`src/rtl/ntsc_line_fetch_if.sv`:
```
// Word-read bus between the line fetch stage and main memory.
// Master holds req/addr until ack; data is valid with ack.
interface ntsc_line_fetch_if;
    logic        mem_req;
    logic [15:0] mem_addr;
    logic        mem_ack;
    logic [15:0] mem_data;

    modport master (
        output mem_req,
        output mem_addr,
        input  mem_ack,
        input  mem_data
    );

    modport slave (
        input  mem_req,
        input  mem_addr,
        output mem_ack,
        output mem_data
    );
endinterface

```
`src/rtl/ntsc_line_fetch.sv`:
```
// Framebuffer line fetch: prefetches the next 2 bpp scanline into a
// ping-pong buffer and serves pixel levels to the NTSC generator.
module ntsc_line_fetch #(
    parameter logic [15:0] FB_BASE        = 16'h8000,
    parameter int          WORDS_PER_LINE = 32,
    parameter int          LINES          = 256,
    parameter int          LAST_LINE      = 311
) (
    input  logic               clk,
    input  logic               rst_n,
    input  logic               pix_ce,
    input  logic [9:0]         xpos,
    input  logic [8:0]         ypos,
    output logic [1:0]         pix_data,
    output logic               underrun,
    ntsc_line_fetch_if.master  mem
);
    localparam int              WW     = $clog2(WORDS_PER_LINE);
    localparam logic [15:0]     WPL    = 16'(WORDS_PER_LINE);
    localparam logic [WW-1:0]   LAST_W = WW'(WORDS_PER_LINE - 1);
    localparam logic [9:0]      X_END  = 10'(16 * WORDS_PER_LINE);

    typedef enum logic {IDLE, REQ} state_t;

    state_t        state, state_nx;
    logic [15:0]   lbuf [2][WORDS_PER_LINE];
    logic [1:0]    valid;
    logic [8:0]    line, pend_line, tgt, rs_line;
    logic [WW-1:0] word;
    logic          pend, fetch, last, restart;
    logic [WW-1:0] rd_idx;
    logic [2:0]    rd_p;
    logic [15:0]   rd_w;
    logic          active;

    function automatic logic [15:0] addr_of(input logic [8:0] l,
                                            input logic [WW-1:0] w);
        return FB_BASE + {7'd0, l} * WPL + {{(16-WW){1'b0}}, w};
    endfunction

    always_comb begin
        fetch = 1'b0;
        tgt   = '0;
        if (pix_ce && xpos == 10'd0) begin
            if (ypos < 9'(LINES - 1)) begin
                fetch = 1'b1;
                tgt   = ypos + 9'd1;
            end else if (ypos == 9'(LAST_LINE)) begin
                fetch = 1'b1;
            end
        end
        last    = (word == LAST_W);
        restart = pend | fetch;
        rs_line = fetch ? tgt : pend_line;
    end

    always_comb begin
        state_nx = state;
        unique case (state)
            IDLE: if (fetch) state_nx = REQ;
            REQ:  if (mem.mem_ack && last && !restart) state_nx = IDLE;
            default: state_nx = IDLE;
        endcase
    end

    always_ff @(posedge clk or negedge rst_n) begin
        if (!rst_n) state <= IDLE;
        else        state <= state_nx;
    end

    assign mem.mem_req = (state == REQ);

    // A trigger mid-fetch is latched in pend and taken after the in-flight ack.
    always_ff @(posedge clk or negedge rst_n) begin
        if (!rst_n) begin
            line         <= '0;
            pend_line    <= '0;
            word         <= '0;
            pend         <= 1'b0;
            valid        <= '0;
            underrun     <= 1'b0;
            mem.mem_addr <= '0;
        end else begin
            unique case (state)
                IDLE: begin
                    if (fetch) begin
                        valid[tgt[0]] <= 1'b0;
                        line          <= tgt;
                        word          <= '0;
                        mem.mem_addr  <= addr_of(tgt, '0);
                    end
                end
                REQ: begin
                    if (fetch) begin
                        underrun      <= 1'b1;
                        valid[tgt[0]] <= 1'b0;
                        pend          <= 1'b1;
                        pend_line     <= tgt;
                    end
                    if (mem.mem_ack) begin
                        if (restart) begin
                            pend         <= 1'b0;
                            line         <= rs_line;
                            word         <= '0;
                            mem.mem_addr <= addr_of(rs_line, '0);
                        end else if (last) begin
                            valid[line[0]] <= 1'b1;
                        end else begin
                            word         <= word + 1'b1;
                            mem.mem_addr <= addr_of(line, word + 1'b1);
                        end
                    end
                end
                default: ;
            endcase
        end
    end

    always_ff @(posedge clk) begin
        if (state == REQ && mem.mem_ack)
            lbuf[line[0]][word] <= mem.mem_data;
    end

    always_comb begin
        rd_idx = xpos[WW+3:4];
        rd_p   = xpos[3:1];
        rd_w   = lbuf[ypos[0]][rd_idx];
        active = (xpos < X_END) && (ypos < 9'(LINES)) && valid[ypos[0]];
    end

    always_ff @(posedge clk or negedge rst_n) begin
        if (!rst_n)
            pix_data <= '0;
        else if (pix_ce)
            pix_data <= active ? rd_w[{~rd_p, 1'b1} -: 2] : 2'd0;
    end
endmodule

```
`src/flat_wrapper.sv`:
```
// flat-port wrapper written by rule: the top's interface ports become plain ports
module ntsc_line_fetch_flat 
#(
    parameter logic [15:0] FB_BASE        = 16'h8000,
    parameter int          WORDS_PER_LINE = 32,
    parameter int          LINES          = 256,
    parameter int          LAST_LINE      = 311
)
  (clk, rst_n, pix_ce, xpos, ypos, pix_data, underrun, mem_mem_req, mem_mem_addr, mem_mem_ack, mem_mem_data);
  ntsc_line_fetch_if mem_i ();
  input  logic clk;
  input  logic rst_n;
  input  logic pix_ce;
  input  logic [9:0] xpos;
  input  logic [8:0] ypos;
  output logic [1:0] pix_data;
  output logic underrun;
  output wire logic [$bits(mem_i.mem_req)-1:0] mem_mem_req;
  output wire logic [$bits(mem_i.mem_addr)-1:0] mem_mem_addr;
  input wire logic [$bits(mem_i.mem_ack)-1:0] mem_mem_ack;
  input wire logic [$bits(mem_i.mem_data)-1:0] mem_mem_data;
  assign mem_mem_req = mem_i.mem_req;
  assign mem_mem_addr = mem_i.mem_addr;
  assign mem_i.mem_ack = mem_mem_ack;
  assign mem_i.mem_data = mem_mem_data;
  ntsc_line_fetch #(.FB_BASE(FB_BASE), .WORDS_PER_LINE(WORDS_PER_LINE), .LINES(LINES), .LAST_LINE(LAST_LINE)) u_core (.clk(clk), .rst_n(rst_n), .pix_ce(pix_ce), .xpos(xpos), .ypos(ypos), .pix_data(pix_data), .underrun(underrun), .mem(mem_i));
endmodule
```
`config.mk`:
```
export PLATFORM = sky130hd
export DESIGN_NAME = ntsc_line_fetch_flat
export DESIGN_NICKNAME = d
export VERILOG_FILES = /design/src/rtl/ntsc_line_fetch_if.sv /design/src/rtl/ntsc_line_fetch.sv /design/src/flat_wrapper.sv
export SDC_FILE = /design/constraint.sdc
export NUM_CORES = 1
export LEC_CHECK = 0
export BUFFER_PORTS_ARGS = -buffer_cell sky130_fd_sc_hd__buf_2
export CORE_MARGIN = 5
export CORE_UTILIZATION = 45
export CTS_CLUSTER_DIAMETER = 100
export DETAILED_ROUTE_END_ITERATION = 8
export PLACE_DENSITY = 0.73
export SKIP_LAST_GASP = 1
export SYNTH_ARGS = -nofsm -noshare
export SYNTH_HDL_FRONTEND = slang
export SYNTH_SLANG_ARGS = --single-unit
```
`constraint.sdc`:
```
create_clock -name clk -period 2.38 [get_ports clk]
set_input_delay 0 -clock clk [delete_from_list [all_inputs] [get_ports clk]]
set_output_delay 0 -clock clk [all_outputs]
set_load 0.005 [all_outputs]
```
* Word-level counts from Yosys, hierarchy flattened *
Memories as Yosys holds them, arrays and structs flattened.
Cells that the tools add are included.

operators by class
  add/subtract/negate cells = 6
  order comparisons = 11
  equal/unequal tests = 6
  shift-type cells = 1
  mux-type cells = 46
  bitwise gates (word level) = 8
  reductions and logical operators = 14

operator list
  kind                                                                   count
  512-bit two-way mux                                                    1
  16-bit two-way mux                                                     7
  16-bit binary-select mux with 5-bit select                             1
  16-bit demux with 5-bit select                                         1
  9-bit two-way mux                                                      6
  16-bit by 14-bit adder with 16-bit output (first input constant)       3
  16-bit one-hot mux with 2 select lines                                 1
  5-bit two-way mux                                                      4
  9-bit one-hot mux with 2 select lines                                  1
  17-bit by 5-bit variable part select with 2-bit output                 1
  16-bit by 5-bit adder with 16-bit output                               1
  1-bit two-way mux                                                      13
  6-bit >= comparator (second input constant)                            2
  2-bit two-way mux                                                      6
  5-bit inverter with 6-bit output                                       2
  10-bit logical NOT                                                     1
  10-bit < comparator (second input constant)                            1
  5-bit one-hot mux with 2 select lines                                  1
  9-bit by 1-bit adder with 9-bit output (second input constant)         1
  9-bit equality test (second input constant)                            1
  1-bit logical AND                                                      9
  9-bit by 8-bit < comparator with 1-bit output (second input constant)  1
  9-bit < comparator (second input constant)                             1
  1-bit by 2-bit < comparator with 1-bit output (second input constant)  3
  other kinds (19)                                                       23

storage, ports and cells
  register bits = 46
  memory bits (writable) = 1,024
  input bits = 39
  output and inout bits = 20
  word-level logic and storage cells = 102
  memories kept = 1

memory list
  name         words  bits a word  rd ports  clocked after memory_dff  wr ports  RTL line               RTL
  u_core.lbuf  2      512          1         0                         1         ntsc_line_fetch.sv:26  logic [15:0] lbuf [2][WORDS_PER_LINE];

* Logic depth before layout (Yosys ltp) *
  depth after elaboration = 16
  gate-level depth with buffers = 12
  mapped depth without buffers = 9

* Worst setup path after synthesis *
No wires, ideal clock.

  path kind = reg2reg
  start = register u_core.mem.mem_addr[2] (netlist name)
  end = memory u_core.lbuf[0][320] in the netlist's numbering, enable pin
  arrival = 1.923 ns
  data required time = 1.992 ns
  slack = 0.069 ns
  stages on the path, launching flop included = 5
  path through = dfrtp_1 clkbuf_1 or3b_2 clkbuf_1 nor2_1

RTL lines
  what           RTL line
  end, declared  ntsc_line_fetch.sv:26

* Final worst setup path *
  start = memory u_core.lbuf[1][169] in the netlist's numbering
  end = register u_core.pix_data[1]

between the ends
  cells in the longest elaborated chain, start to end = 6

RTL lines
  what                                                    RTL line                RTL
  memory read 2 x 512 bit                                 --
  16-bit binary-select mux with 5-bit select              ntsc_line_fetch.sv:127  rd_w = lbuf[ypos[0]][rd_idx];
  16-bit two-way mux (implied by the code) (2 in a row)   ntsc_line_fetch.sv:127
  17-bit by 5-bit variable part select with 2-bit output  ntsc_line_fetch.sv:135  pix_data <= active ? rd_w[{~rd_p, 1'b1} -: 2] : 2'd0;
  2-bit two-way mux                                       ntsc_line_fetch.sv:135
  end signal, assigned                                    ntsc_line_fetch.sv:135
  end, declared                                           ntsc_line_fetch.sv:14   output logic [1:0] pix_data,

No other way between the ends. The select of a mux whose other input is x is not followed.
A chain may end at the register's enable or synchronous reset.

==> run_results.csv <==
group,metric,value,unit
setup_path,reg2reg_to,"u_core.pix_data[1]$_DFFE_PN0P_",
floorplanning,die_area,0.09903,sq mm
setup_path,worst-setup-path-type,"reg -> reg",
floorplanning,initial_core_util,45.44,%
yosys,synthesis.nets,2100,
clock_tree,clock_latency,0.68,ns
yosys,syn_area_per_cell,20.33,sq um
yosys,synth_compound_area_share,4.744,%
setup_path,cp.arrival,2.91,ns
clock_tree,cts_buffer_depth,3,
setup_path,path_max_fanout,1,
clock_tree,cts_tree,"built",
yosys,ys_seq_elements,1064,
floorplanning,die_h,314.7,microns
global_routing,gr-usage-all-layers,21.92,%
sta,slew_headroom,34.76,%
yosys,synth.top_cells.by_area,"edfxtp_1 74%, mux4_2 9.4%, mux2i_1 3.2%, dfrtp_1 2.4%, mux4_1 1.2%",
yosys,synthTopCellsByCount,"1024 x edfxtp_1, 174 x mux4_2, 135 x mux2i_1",
yosys,synth-async-reset-ratio,3.759,%
finish,final_cell_area,0.04959,sq mm
finish,multi_input_area,0.009299,sq mm
place,gp_congestion,0.9140,
routing,viasPerCell,6.033,
power,p_leak,16.73,nW
yosys,synth_top_flop_cell,"edfxtp_1",
job,drv_cap,0,
floorplanning,core,0.09194,sq mm
power,power-per-cell-area,784.6,mW/mm^2
routing,wire_per_inst,28.86,microns
routing,routed_wl,109600,microns
sta,slew_viol_final,0,
setup_path,rrSetupSlack,0.01,ns
global_routing,grt-ovfl-total,0,
clock_tree,ctsHtreeMaxLevel,3,
finish,area_growth,18.70,%
setup_path,end_kind,"flip-flop",
yosys,synth_top_family_by_area,"multiplexers",
setup_path,required,2.92,ns
yosys,synthMuxAreaShare,14.19,%
finish,layout-drive-gt1-share,29.99,%
yosys,synth_fa_ha_area_share,0.1797,%
place,hpwl,69340,microns
global_routing,grt_pass1_wl,159600,microns
sta,min_period_over_period,99.41,%
clock_tree,clock-root-buffer,"clkbuf_16",
floorplanning,dieWidth,314.7,microns
yosys,netlist.area_leader.share,73.61,%
routing,vias,22907,
sta,fin_setup_tns,0,ns
routing,ant_nets,0,
floorplanning,fp-row-count,111,
place,place_inst,3564,
finish,seqCellArea,0.03175,sq mm
finish,fin_util,53.93,%
setup_path,r2r-start,"u_core.lbuf[1][169]$_DFFE_PP_",
yosys,synth_edf_count,1024,
routing,drt-initial-drc-count,3075,
global_routing,grt_antenna_before_repair,3,
yosys,yosys_warnings,0,
clock_tree,cts.sinks,1064,
yosys,synth.most_common_cell,"edfxtp_1",
global_routing,grt_max_degree,65,
finish,layout.nets,2512,
yosys,synth_simple_gate_area_share,2.752,%
routing,dr.pass1.iters,5,
clock_tree,cts_buffers,102,
setup_path,r2r_cells,7,
sta,finalSetupViolCount,0,
yosys,ys_seq_area_share,76.00,%
clock_tree,clkSlewWorstSetupHoldPaths,0.07,ns
yosys,syn_area,0.04178,sq mm
sta,report.final.hold_viol_count,0,
finish,n_fill_cell,6898,
yosys,synth_cell_types,78,
setup_path,critPathLaunchType,"flip-flop",
power,peakVddDrop,0.5549,mV
routing,drc_errors,0,
place,placed_area,0.04573,sq mm
worst_hold_path,hold_path.class,"in -> async",
place,io_buffer_count,57,
global_routing,grt_pass1_vias,22944,
floorplanning,num_io_pins,59,
sta,skew,0.03214,ns
yosys,synth_xor_area_share,0.1258,%
finish,finalNonFillerCells,3797,
status,outcome,"complete, no violations",
sta,fmax,422.7,MHz
sta,worstMarginPinSlew,0.9786,ns
yosys,synth.largest_area_cell,"edfxtp_1",
yosys,synth_cells,2055,
sta,fin_crit,2.366,ns
-- area by class of cell --
type	instances	share of cell area, %
diodes	3	0.01514
clock buffers	123	5.349
clock inverters	65	1.370
inverters	7	0.05299
multi-input cells	865	18.75
flip-flops and latches	1064	64.04
well taps	1243	3.136
repair buffers	427	7.287
-- critical path, cell delays in order (launching register included) --
cell and delay, ns:
edfxtp_1 0.39, mux4_2 0.50, a22o_1 0.21, a211oi_1 0.39, a211oi_1 0.15, a41o_1 0.23, o31ai_1 0.25, a31oi_1 0.12
-- routing by layer --
layer	track usage [%]	wire length (microns)	share of wire (%)	up-vias
li1	-	-	-	9402
met4	6.466	3274	3.0	0
met3	4.450	11420	10	195
met1	30.83	41900	38	11912
met2	35.20	52980	48	1398
met5	0	0	0	-
-- metrics by stage --
| stage | hold slack [ns] | power, mW | worst slack [ns] |
|---|---|---|---|
| after global routing | 0.08271 | 40.02 | -0.02964 |
| after floorplan | -0.2956 | 22.00 | 0.06891 |
| after global placement | 0.2038 | 23.09 | -0.2877 |
| final | 0.04019 | 38.91 | 0.01408 |
| after CTS | 0.006419 | 39.07 | 0.0007943 |
| after detailed placement | 0.2050 | 23.15 | -0.2247 |
-- kinds of logic (layout without fill, tap and decap cells) --
group / count (synthesis) / after routing
flops: 1064 / 1064
mux: 342 / 342
compound gates: 272 / 272
simple gates: 238 / 238
buf+inv: 126 / 622
fa+ha+maj: 6 / 6
xor+xnor: 6 / 6
other cells: 1 / 4
-- registers in the layout, indices dropped and copies added (netlist names) --
name and flops:
u_core.pend 1, u_core.underrun 1, u_core.mem.mem_addr 15, u_core.valid 2
u_core.pix_data 2, u_core.lbuf 1024, u_core.mem.mem_req 1, u_core.line 9
u_core.pend_line 9
-- worst max path at each step --
stage | from | depth (start not counted) | end | slack [ns]
after floorplan | u_core.mem.mem_addr[2]$_DFFE_PN0P_ | 4 | u_core.lbuf[0][320]$_DFFE_PP_ | 0.07
after global placement | xpos[5] | 11 | u_core.pix_data[1]$_DFFE_PN0P_ | -0.29
after detailed placement | xpos[5] | 11 | u_core.pix_data[1]$_DFFE_PN0P_ | -0.22
after CTS | u_core.lbuf[1][169]$_DFFE_PP_ | 7 | u_core.pix_data[1]$_DFFE_PN0P_ | 0.0008
after global routing | u_core.lbuf[0][43]$_DFFE_PP_ | 9 | u_core.pix_data[1]$_DFFE_PN0P_ | -0.03
final | u_core.lbuf[1][169]$_DFFE_PP_ | 7 | u_core.pix_data[1]$_DFFE_PN0P_ | 0.01
-- power breakdown --
group | internal, mW | switching, mW | total, mW
clock | 9.18 | 6.87 | 16.1
sequential | 20.6 | 0.0373 | 20.6
combinational | 0.925 | 1.33 | 2.25
total | 30.7 | 8.24 | 38.9
-- layout by cell type (no fill, tap or decap), drive strengths merged, types with 14 or more instances in the layout --
cell         count
o221ai          43
a22oi           31
o21ai           19
dfrtp           40
edfxtp        1024
o22ai           19
mux2            14
buf            386
clkbuf         123
mux2i          135
dlygate4sd3     40
a21oi           55
mux4           193
a22o            27
nor2            95
clkinv          45
a211oi          31
nand2           61
-- what timing repair did --
action | 4_1_cts | 5_1_grt
setup endpoints to repair | 1 | 20
hold endpoints to repair | 572 | 0
pin swaps | 3 | 5
hold buffers | 41 | 0
setup buffers | 0 | 1
gates resized for setup | 8 | 13
(Power assumes the default switching activity.)
